<file path="src/rtl/hazard_ctrl.sv">
// rtl/hazard_ctrl.sv - stall/flush/forward control, post-reset flush sequence, memory wait tracker and perf counters for the 5-stage core
module hazard_ctrl #(
    parameter int REG_AW      = 6,
    parameter int INIT_CYCLES = 4,
    parameter int MEM_TIMEOUT = 255,
    parameter int CNT_W       = 32
) (
    input  logic              clk,
    input  logic              rst_n,
    input  logic [REG_AW-1:0] RS1D,
    input  logic [REG_AW-1:0] RS2D,
    input  logic [REG_AW-1:0] RS1E,
    input  logic [REG_AW-1:0] RS2E,
    input  logic [REG_AW-1:0] RDE,
    input  logic [REG_AW-1:0] RDM,
    input  logic [REG_AW-1:0] RDW,
    input  logic              RegWriteM,
    input  logic              RegWriteW,
    input  logic [1:0]        ResultSrcE,
    input  logic              PCSrcE,
    input  logic              MemReqM,
    input  logic              MemReadyM,
    output logic [1:0]        ForwardAE,
    output logic [1:0]        ForwardBE,
    output logic              StallF,
    output logic              StallD,
    output logic              StallE,
    output logic              StallM,
    output logic              FlushD,
    output logic              FlushE,
    output logic              FlushW,
    output logic              mem_timeout,
    output logic [CNT_W-1:0]  stall_cnt,
    output logic [CNT_W-1:0]  flush_cnt
);

    localparam int IW = (INIT_CYCLES > 1) ? $clog2(INIT_CYCLES) : 1;
    localparam int WW = $clog2(MEM_TIMEOUT + 1);
    localparam logic [IW-1:0] INIT_LAST = IW'(INIT_CYCLES - 1);
    localparam logic [WW-1:0] WAIT_MAX  = WW'(MEM_TIMEOUT);

    typedef enum logic [1:0] {
        INIT     = 2'd0,
        RUN      = 2'd1,
        MEM_WAIT = 2'd2
    } state_t;

    state_t        state, state_nxt;
    logic [IW-1:0] init_cnt, init_nxt;
    logic [WW-1:0] wait_cnt, wait_nxt;
    logic          timeout_nxt;
    logic          stall_inc, flush_inc;
    logic          mem_stall, lw_stall, hold;
    logic [1:0]    fa_run, fb_run;

    assign mem_stall = MemReqM & ~MemReadyM;
    assign lw_stall  = (ResultSrcE == 2'b01) & (RDE != '0) & ((RDE == RS1D) | (RDE == RS2D))
                     & ~PCSrcE & ~mem_stall;
    // Once waiting, only the ready strobe releases the pipeline.
    assign hold      = (state == MEM_WAIT) ? ~MemReadyM : mem_stall;

    always_comb begin
        fa_run = 2'b00;
        if (RegWriteM && (RDM != '0) && (RDM == RS1E))
            fa_run = 2'b10;
        else if (RegWriteW && (RDW != '0) && (RDW == RS1E))
            fa_run = 2'b01;
        fb_run = 2'b00;
        if (RegWriteM && (RDM != '0) && (RDM == RS2E))
            fb_run = 2'b10;
        else if (RegWriteW && (RDW != '0) && (RDW == RS2E))
            fb_run = 2'b01;
    end

    always_comb begin
        ForwardAE   = 2'b00;
        ForwardBE   = 2'b00;
        StallF      = 1'b0;
        StallD      = 1'b0;
        StallE      = 1'b0;
        StallM      = 1'b0;
        FlushD      = 1'b0;
        FlushE      = 1'b0;
        FlushW      = 1'b0;
        state_nxt   = state;
        init_nxt    = init_cnt;
        wait_nxt    = wait_cnt;
        timeout_nxt = mem_timeout;
        stall_inc   = 1'b0;
        flush_inc   = 1'b0;
        if (!rst_n || state == INIT) begin
            StallF = 1'b1;
            FlushD = 1'b1;
            FlushE = 1'b1;
            FlushW = 1'b1;
            if (init_cnt == INIT_LAST) begin
                state_nxt = RUN;
                init_nxt  = '0;
            end else begin
                init_nxt  = init_cnt + IW'(1);
            end
        end else if (state == RUN || state == MEM_WAIT) begin
            ForwardAE = fa_run;
            ForwardBE = fb_run;
            if (hold) begin
                StallF    = 1'b1;
                StallD    = 1'b1;
                StallE    = 1'b1;
                StallM    = 1'b1;
                FlushW    = 1'b1;
                state_nxt = MEM_WAIT;
                if (state == RUN)
                    wait_nxt = WW'(1);
                else if (wait_cnt != WAIT_MAX)
                    wait_nxt = wait_cnt + WW'(1);
                if (wait_nxt == WAIT_MAX)
                    timeout_nxt = 1'b1;
            end else begin
                state_nxt = RUN;
                wait_nxt  = '0;
                if (PCSrcE) begin
                    FlushD    = 1'b1;
                    FlushE    = 1'b1;
                    flush_inc = 1'b1;
                end else if (lw_stall) begin
                    StallF = 1'b1;
                    StallD = 1'b1;
                    FlushE = 1'b1;
                end
            end
            stall_inc = StallD;
        end else begin
            state_nxt = INIT;
        end
    end

    always_ff @(posedge clk) begin
        if (!rst_n) begin
            state       <= INIT;
            init_cnt    <= '0;
            wait_cnt    <= '0;
            mem_timeout <= 1'b0;
            stall_cnt   <= '0;
            flush_cnt   <= '0;
        end else begin
            state       <= state_nxt;
            init_cnt    <= init_nxt;
            wait_cnt    <= wait_nxt;
            mem_timeout <= timeout_nxt;
            if (stall_inc && stall_cnt != '1)
                stall_cnt <= stall_cnt + 1'b1;
            if (flush_inc && flush_cnt != '1)
                flush_cnt <= flush_cnt + 1'b1;
        end
    end

endmodule
</file>
<file path="config.mk">
export PLATFORM = sky130hd
export DESIGN_NAME = hazard_ctrl
export DESIGN_NICKNAME = d
export VERILOG_FILES = /design/src/rtl/hazard_ctrl.sv
export SDC_FILE = /design/constraint.sdc
export NUM_CORES = 1
export LEC_CHECK = 0
export BUFFER_PORTS_ARGS = -buffer_cell sky130_fd_sc_hd__buf_2
export CAP_MARGIN = 0
export CORE_UTILIZATION = 40
export DETAILED_ROUTE_END_ITERATION = 10
export GPL_ROUTABILITY_DRIVEN = 0
export GPL_TIMING_DRIVEN = 0
export HOLD_SLACK_MARGIN = 0.08
export PLACE_DENSITY_LB_ADDON = 0.05
export SETUP_SLACK_MARGIN = 0.1
export SLEW_MARGIN = 25
export SYNTH_ARGS = -nofsm -noshare
export SYNTH_HDL_FRONTEND = slang
export SYNTH_SLANG_ARGS = --single-unit
</file>
<file path="constraint.sdc">
create_clock -name clk -period 2.7 [get_ports clk]
set_clock_uncertainty 0.05 [all_clocks]
set_input_delay 0.54 -clock clk [delete_from_list [all_inputs] [get_ports clk]]
set_output_delay 0.54 -clock clk [all_outputs]
set_load 0.005 [all_outputs]
</file>
* Word level (Yosys, flattened, before mapping)
Index checks and enable logic that the tools add are counted.
Word-level totals: bits in registers 77, bits in latches 0, RAM bits 0, memory bits (read-only) 0, output and inout port bits 76, logic and storage cells 91, memories 0
Cells by class: $add $sub $neg 4, $mul 0, divide/modulo/power cells 0, order comparisons 0, equal/unequal tests 15, shift operators 0, muxes and demuxes 39, bitwise logic cells 10, reductions and logical operators 17
Operator list (count):
- 32-bit by 1-bit adder with 32-bit output, second input constant | 2
- 32-bit inequality test, second input constant | 2
- 8-bit two-way mux | 6
- 6-bit equality test | 6
- 1-bit two-way mux | 22
- 2-bit two-way mux | 11
- 6-bit nonzero test | 3
- 8-bit by 1-bit adder with 8-bit output, second input constant | 1
- 8-bit equality test, second input constant | 1
- 1-bit logical AND | 8
- 8-bit inequality test, second input constant | 1
- 1-bit AND | 5
- 2-bit by 1-bit equality test with 1-bit output, second input constant | 2
- 2-bit equality test, second input constant | 2
- 1-bit NOT | 4
- 4-bit AND reduction | 1
- 2-bit by 1-bit adder with 2-bit output, second input constant | 1
- 2-bit logical NOT | 1
- 1-bit logical OR | 2
- 2-bit by 1-bit inequality test with 1-bit output, second input constant | 1
- 2-bit AND reduction | 1
- 1-bit logical NOT | 1
- 1-bit bitwise OR | 1

* Depth between registers and ports, before layout
Gate-level depths: netlist (run 1).
depth after elaboration 11, depth in mapped cells 10, gate-level depth less buffers 9

* Worst setup path after synthesis (run 1)
OpenSTA, ideal clock, no wires.
kind flip-flop to flip-flop, start point register state[0], end point register stall_cnt[5], arrival 2178 ps, data required time 2578 ps, slack 400 ps, cell stages (with the launch flop) 11, buffers on the path 2, period minus slack after synthesis 2300 ps, cell sequence dfxtp_1 inv_1 ha_1 and2b_1 nand2_2 nor2_1 a31oi_1 buf_2 buf_2 nor4_1 mux2i_1
On the way: longest elaborated chain between the ends 6, elaborated cells on any way between the ends 10
Ends and longest elaborated chain:
- start, declared | RTL line 48 | state_t state, state_nxt;
- start signal, assigned | RTL line 146 | state <= state_nxt;
- 2-bit equality test | RTL line 60, 102
- 1-bit two-way mux | RTL line 60 | assign hold = (state == MEM_WAIT) ? ~MemReadyM : mem_stall;
- 1-bit two-way mux | RTL line 105 | if (hold) begin
- 1-bit two-way mux | RTL line 102 | end else if (state == RUN || state == MEM_WAIT) begin
- 1-bit two-way mux * | RTL line 91 | if (!rst_n || state == INIT) begin
- 1-bit logical AND * | RTL line 150 | if (stall_inc && stall_cnt != '1)
- end signal, assigned | RTL line 151 | stall_cnt <= stall_cnt + 1'b1;
- end, declared | RTL line 33 | output logic [CNT_W-1:0] stall_cnt,
Every way passes the cells marked *; elsewhere a longest branch is shown, timed or not. A chain may end at the register's enable or synchronous reset.

* Final worst setup path (run 1)
start point input port RDM[0], end point output port ForwardAE[0]
On the way: longest elaborated chain between the ends 6, elaborated cells on any way between the ends 7
Ends and longest elaborated chain:
- start, declared | RTL line 15 | input logic [REG_AW-1:0] RDM,
- 6-bit nonzero test | RTL line 64 | if (RegWriteM && (RDM != '0) && (RDM == RS1E))
- 1-bit logical AND | RTL line 64
- 1-bit logical AND * | RTL line 64
- 2-bit two-way mux * | RTL line 64
- 2-bit two-way mux * | RTL line 102
- 2-bit two-way mux * | RTL line 91
- end, declared | RTL line 23 | output logic [1:0] ForwardAE,
Marked as above.

==> impl_metrics.yaml, run 1 <==
outcome:
  outcome: "finished clean"
cells_and_area:
  n_fill_cell: 1091
  fin_cells: 856
  final_area_mm2: 0.00591
  final_nets: 770
  multiInputGateArea_mm2: 0.00297
  regArea_mm2: 0.00154
  post-route-util_pct: 53.8
  drive_gt1_share_pct: 27.9
  diodes: 0
  areaGrowthSynthToFinish_pct: 28.9
logic_synthesis:
  synth_top_family_by_area: "simple AND/OR/NAND/NOR gates"
  synthMuxAreaShare_pct: 3.74
  synth_cell_type_count: 56
  ys_warn_count: 0
  yosysMostFrequentCell: "dfxtp_1"
  synth_edf_count: 0
  synth_common_cells: "dfxtp_1, nor2_1, nand2_1, xnor2_1, xor2_1"
  synthAdderAreaFrac_pct: 1.91
  ys_ff_latch: 77
  ys_top_cells_by_area: "dfxtp_1, xnor2_1, xor2_1"
  seq_area_frac_synth_pct: 33.6
  syn_inst: 558
  synth_fp_nets: 616
  synthSimpleGateAreaFrac_pct: 33.6
  avgSynthCellArea_um2: 8.21
  ys.flop_type: "dfxtp_1"
  async_flop_share_pct: 0
  synth.top_cell.area_share_pct: 33.6
  synthesis.area_mm2: 0.00458
  synth-compound-area-share_pct: 11.8
  synthXorXnorAreaFrac_pct: 12.0
  synth_top_area_cell: "dfxtp_1"
route:
  wl_per_cell_um: 15.0
  drt-initial-drc-count: 296
  drt_wl_total_mm: 12.9
  antenna_left: 0
  viasPerCell: 5.50
  first_pass_iters: 4
  vias: 4707
  drc: 0
pwr:
  power.density_mw_per_mm2: 472
  cellLeakagePower_nw: 2.35
  p_clk_share_pct: 44.4
  ir_drop_v: 0.000363
  p_total_mw: 2.79
  seq_power_share_pct: 42.1
  pwr-share-comb_pct: 13.5
  power.internal_mw: 2.09
  netSwitchingPower_mw: 0.695
  switching_share_pct: 25.0
timing:
  hold_slack_ns: 0.419
  hold_viol: 0
  fin_crit_ns: 2.51
  tightestPinTransition_ns: 0.705
  slew_headroom_pct: 53.0
  drv_slew: 0
  setup_viol: 0
  max_freq_ghz: 0.399
  min_period_over_period_pct: 92.9
  rsz0062_at_grt: "no"
global_routing:
  first_global_vias: 4249
  grt_first_pass_wirelength_mm: 20.9
  grt_remaining_overflow: 0
  grt_max_degree: 13
  grt_use_total_pct: 22.5
  antenna_found_initial: 0
floorplanning:
  initial_core_util_pct: 41.7
  die_h_um: 109
  die_w_um: 109
  rows: 38
  pin_count: 127
  die-area_mm2: 0.0119
  core_area_mm2: 0.0110
clock_network:
  clk_pin_slew_worst_paths_ns: 0.05
  root_buffer: "clkbuf_16"
  cts_tree: "built"
  cts_num_sinks: 77
  hold_buffers: 0
  clk_latency_ns: 0.34
  htree_levels: 3
  cts_max_path_buffers: 2
  cts_buffers: 9
critical_path:
  worst_setup_path_end_kind: "output port"
  critPathArrivalTime_ns: 1.92
  cpMostUsedCell: "buf_2"
  critical_path_class: "primary input to output port"
  critical_path.cell_chain: "buf_2 > or4_1 > o31ai_2 > nor4_1 > nor3_1 > buf_2"
  critPathSlowestCell: "or4_1"
  required_ns: 2.11
  cp_slowest_stage_delay_ns: 0.55
  start_kind: "primary input"
  crit_fanout: 3
placed_design:
  io_buffers: 126
  placed_area_mm2: 0.00539
  dp_cells: 824
  dp_hpwl_mm: 9.32
job:
  drv_cap: 0
hold_path:
  hold_class: "flip-flop to flip-flop"
[critical path, delay by kind of cell]
kind / cells / cell delay (ns)
AND/OR/NAND/NOR: 3 / 0.87
buffers and inverters: 2 / 0.26
AO/OA/AOI/OAI: 1 / 0.24
[layout make-up]
cell class,instances,share of cell area (%)
tap,140,2.97
sequential,77,26.1
timing repair buffer,143,12.8
buffer,24,1.97
inverter,11,0.763
clock inverter,4,0.805
multi-input combinational,446,50.2
clock buffer,11,4.28
[metrics by stage]
| stage | setup TNS (ns) | worst slack (ns) |
|---|---|---|
| CTS | 0 | 0.0886 |
| global placement | -1.60 | -0.131 |
| floorplan | 0 | 0.400 |
| detailed placement | -1.68 | -0.148 |
| global route | 0 | 0.127 |
| finish | 0 | 0.191 |
[metal layers]
metal	global-route usage [%]	up-vias	routed length [um]
met1	29.2	2228	6060
met4	6.56	0	170
met5	0	-	0
met2	36.4	108	6050
met3	5.74	17	570
li1	-	2354	-
[state kept, by name, indices dropped and copies added, names as in the netlist]
register and flops:
init_cnt 2, state 2, flush_cnt 32, wait_cnt 8, mem_timeout 1, stall_cnt 32
[power groups by stage]
stage / clock network [mW] / registers (mW) / logic (mW)
6_report: 1.24 / 1.17 / 0.375
2_1_floorplan: 0 / 1.19 / 0.201
3_5_place_dp: 0 / 1.20 / 0.318
3_3_place_gp: 0 / 1.20 / 0.312
5_1_grt: 1.32 / 1.18 / 0.422
4_1_cts: 1.26 / 1.17 / 0.355
[cells by family after synthesis]
logic type / Yosys count
AND/OR/NAND/NOR: 276
adder cells (fa/ha/maj): 7
AO/OA/AOI/OAI: 83
buffers and inverters: 35
multiplexers: 17
XOR/XNOR: 63
flip-flops: 77
[worst paths after layout]
kind,from,endpoint,slack (ns),cells past startpoint
worst max-delay path,RDM[0],ForwardAE[0],0.19,6
worst min-delay path,mem_timeout,mem_timeout,0.42,1
worst max register to register,state[1],stall_cnt[30],0.31,11
worst min register to register,mem_timeout,mem_timeout,0.42,1
[cell usage in the layout, fill, tap and decap left out, types with 3 or more instances in the layout]
cell type  count
a21oi_1       27
nand4_2        3
nand4_1       28
or3_1         11
and2_1         4
xor2_1        30
o211a_1        3
ha_1           6
clkbuf_1      15
mux2i_1       16
or4_1         12
nor3_1        14
nand3_1       27
clkbuf_16      9
nand2b_1      15
nor4_1        17
buf_4         18
nand2_1       48
a31oi_1        5
nor2_1        53
nand3_2        6
xnor2_1       33
o31ai_1       11
and4_1        14
and3_1         8
inv_1          7
inv_2          3
buf_2        132
dfxtp_1       75
o21ai_0       14
[what timing repair did]
item / 4_1_cts / 5_1_grt
setup endpoints to repair: 39 / 19
setup buffers: 4 / 13
cloned: 0 / 0
pin swaps: 3 / 2
gates resized for setup: 12 / 10
Power figures use the tool's default switching activity.
==> run 2: changes to the inputs <==
--- a/config.mk
+++ b/config.mk
@@ -7,6 +7,7 @@
 export LEC_CHECK = 0
 export BUFFER_PORTS_ARGS = -buffer_cell sky130_fd_sc_hd__buf_2
 export CAP_MARGIN = 0
+export CORE_MARGIN = 5
 export CORE_UTILIZATION = 40
 export DETAILED_ROUTE_END_ITERATION = 10
 export GPL_ROUTABILITY_DRIVEN = 0
==> impl_metrics.yaml, run 2 (synthesized netlist as in run 1, its figures left out) <==
outcome:
  outcome: "finished clean"
global_routing:
  first_global_vias: 4307
  antenna_found_initial: 0
  grt_first_pass_wirelength_mm: 20.8
  grt_remaining_overflow: 0
  grt_max_degree: 13
  grt_use_total_pct: 18.9
hold_path:
  hold_end: "mem_timeout"
  hp-start: "mem_timeout"
  whs_path_depth: 1
  hold_class: "flip-flop to flip-flop"
timing:
  rsz0062_at_grt: "yes"
  setup_tns_ns: 0
  fin_crit_ns: 2.54
  tightestPinTransition_ns: 0.617
  hold_viol: 0
  max_freq_ghz: 0.393
  drv_slew: 0
  setup_viol: 0
  slew_headroom_pct: 58.8
  hold_slack_ns: 0.413
  min_period_over_period_pct: 94.2
pwr:
  ir_drop_v: 0.000360
  pwr-share-comb_pct: 14.3
  netSwitchingPower_mw: 0.689
  seq_power_share_pct: 44.3
  power.internal_mw: 1.95
  switching_share_pct: 26.1
  cellLeakagePower_nw: 2.30
  power.density_mw_per_mm2: 454
  p_clk_share_pct: 41.4
floorplanning:
  die_h_um: 117
  core_area_mm2: 0.0113
  initial_core_util_pct: 40.5
  die_w_um: 117
  pin_count: 127
  rows: 39
  die-area_mm2: 0.0137
route:
  drt_wl_total_mm: 13.0
  drc: 0
  first_pass_iters: 4
  viasPerCell: 5.38
  drt-initial-drc-count: 281
  wl_per_cell_um: 15.2
  vias: 4598
  antenna_left: 0
critical_path:
  r2r_setup_slack_ns: 0.23
  worst_setup_path_end_kind: "output port"
  start_kind: "flip-flop"
  critPathArrivalTime_ns: 1.95
  required_ns: 2.11
  crit_family: "buffers and inverters"
  critPathSlowestCell: "dfxtp_1"
  crit_fanout: 6
  cp_slowest_stage_delay_ns: 0.36
  critical_path_class: "flip-flop to output port"
  critical_path.cell_chain: "inv_1 > ha_4 > inv_2 > nor3_4 > buf_4 > a31oi_4 > buf_6 > clkinvlp_4 > buf_2"
  reg2regPathDepth: 11
  path_buf_inv: 6
  r2r-start: "state[0]"
  rr_endpoint: "stall_cnt[30]"
placed_design:
  placed_area_mm2: 0.00539
  io_buffers: 126
  dp_hpwl_mm: 9.64
  dp_cells: 827
cells_and_area:
  areaGrowthSynthToFinish_pct: 27.1
  final_cell_mix: "buf_2, dfxtp_1, nor2_1, nand2_1, xnor2_1"
  fin_cells: 854
  top_regs: "flush_cnt x32, stall_cnt x32, wait_cnt x8"
  diodes: 0
  final_area_mm2: 0.00582
  drive_gt1_share_pct: 26.6
  final_common_cell: "buf_2"
  final_nets: 764
  post-route-util_pct: 51.4
clock_network:
  hold_buffers: 0
  cts_buffers: 9
  cts_num_sinks: 77
  cts_tree: "built"
  clk_pin_slew_worst_paths_ns: 0.06
  cts_max_path_buffers: 2
  clk_latency_ns: 0.33
  root_buffer: "clkbuf_16"
  htree_levels: 3
job:
  drv_cap: 0
-- run 2: cell type report --
cell class,instances,area (um2)
fillers,1120,5500
inverters,11,45.0
repair buffers,137,713
plain buffers,24,118
clock inverters,4,25.0
multi-input cells,446,2970
clock buffers,12,236
well taps,143,179
flip-flops and latches,77,1540
-- run 2: through the flow --
step	power, mW	setup slack, ns
after floorplan	1.39	0.400
after global placement	1.50	-0.105
after detailed placement	1.51	-0.145
after CTS	2.64	0.0662
after global routing	2.76	0.0534
final	2.64	0.158
-- run 2: per-layer routing --
metal,vias to the layer above,track usage [%],wire length (um)
met1,2138,24.5,5910
li1,2345,-,-
met4,0,4.20,112
met3,8,4.94,793
met5,-,0,0
met2,107,31.6,6150
-- run 2: how the worst max path moves through the flow --
stage | from | endpoint | cells past startpoint
final | state[0] | StallD | 9
after CTS | state[1] | StallD | 8
after global routing | state[0] | StallD | 9
after detailed placement | state[0] | stall_cnt[15] | 9
after floorplan | state[0] | stall_cnt[5] | 10
after global placement | state[1] | stall_cnt[30] | 9
-- run 2: power by group through the flow --
stage	logic (mW)	registers, mW	clock network (mW)
6_report	0.377	1.17	1.09
5_1_grt	0.420	1.17	1.17
4_1_cts	0.350	1.17	1.12
3_5_place_dp	0.314	1.20	0
3_3_place_gp	0.308	1.20	0
2_1_floorplan	0.201	1.19	0
-- run 2: worst register-to-register path, delay by kind of cell, from the launching register on --
kind / cells / cell delay, ns
simple gates: 2 / 0.55
mux: 1 / 0.23
flops: 1 / 0.36
compound gates: 1 / 0.08
fa+ha+maj: 1 / 0.32
buf+inv: 6 / 0.81
-- run 2: timing repair --
item	CTS	global route
pin swaps	2	5
setup endpoints to repair	38	17
gates resized for setup	13	8
setup buffers	2	9
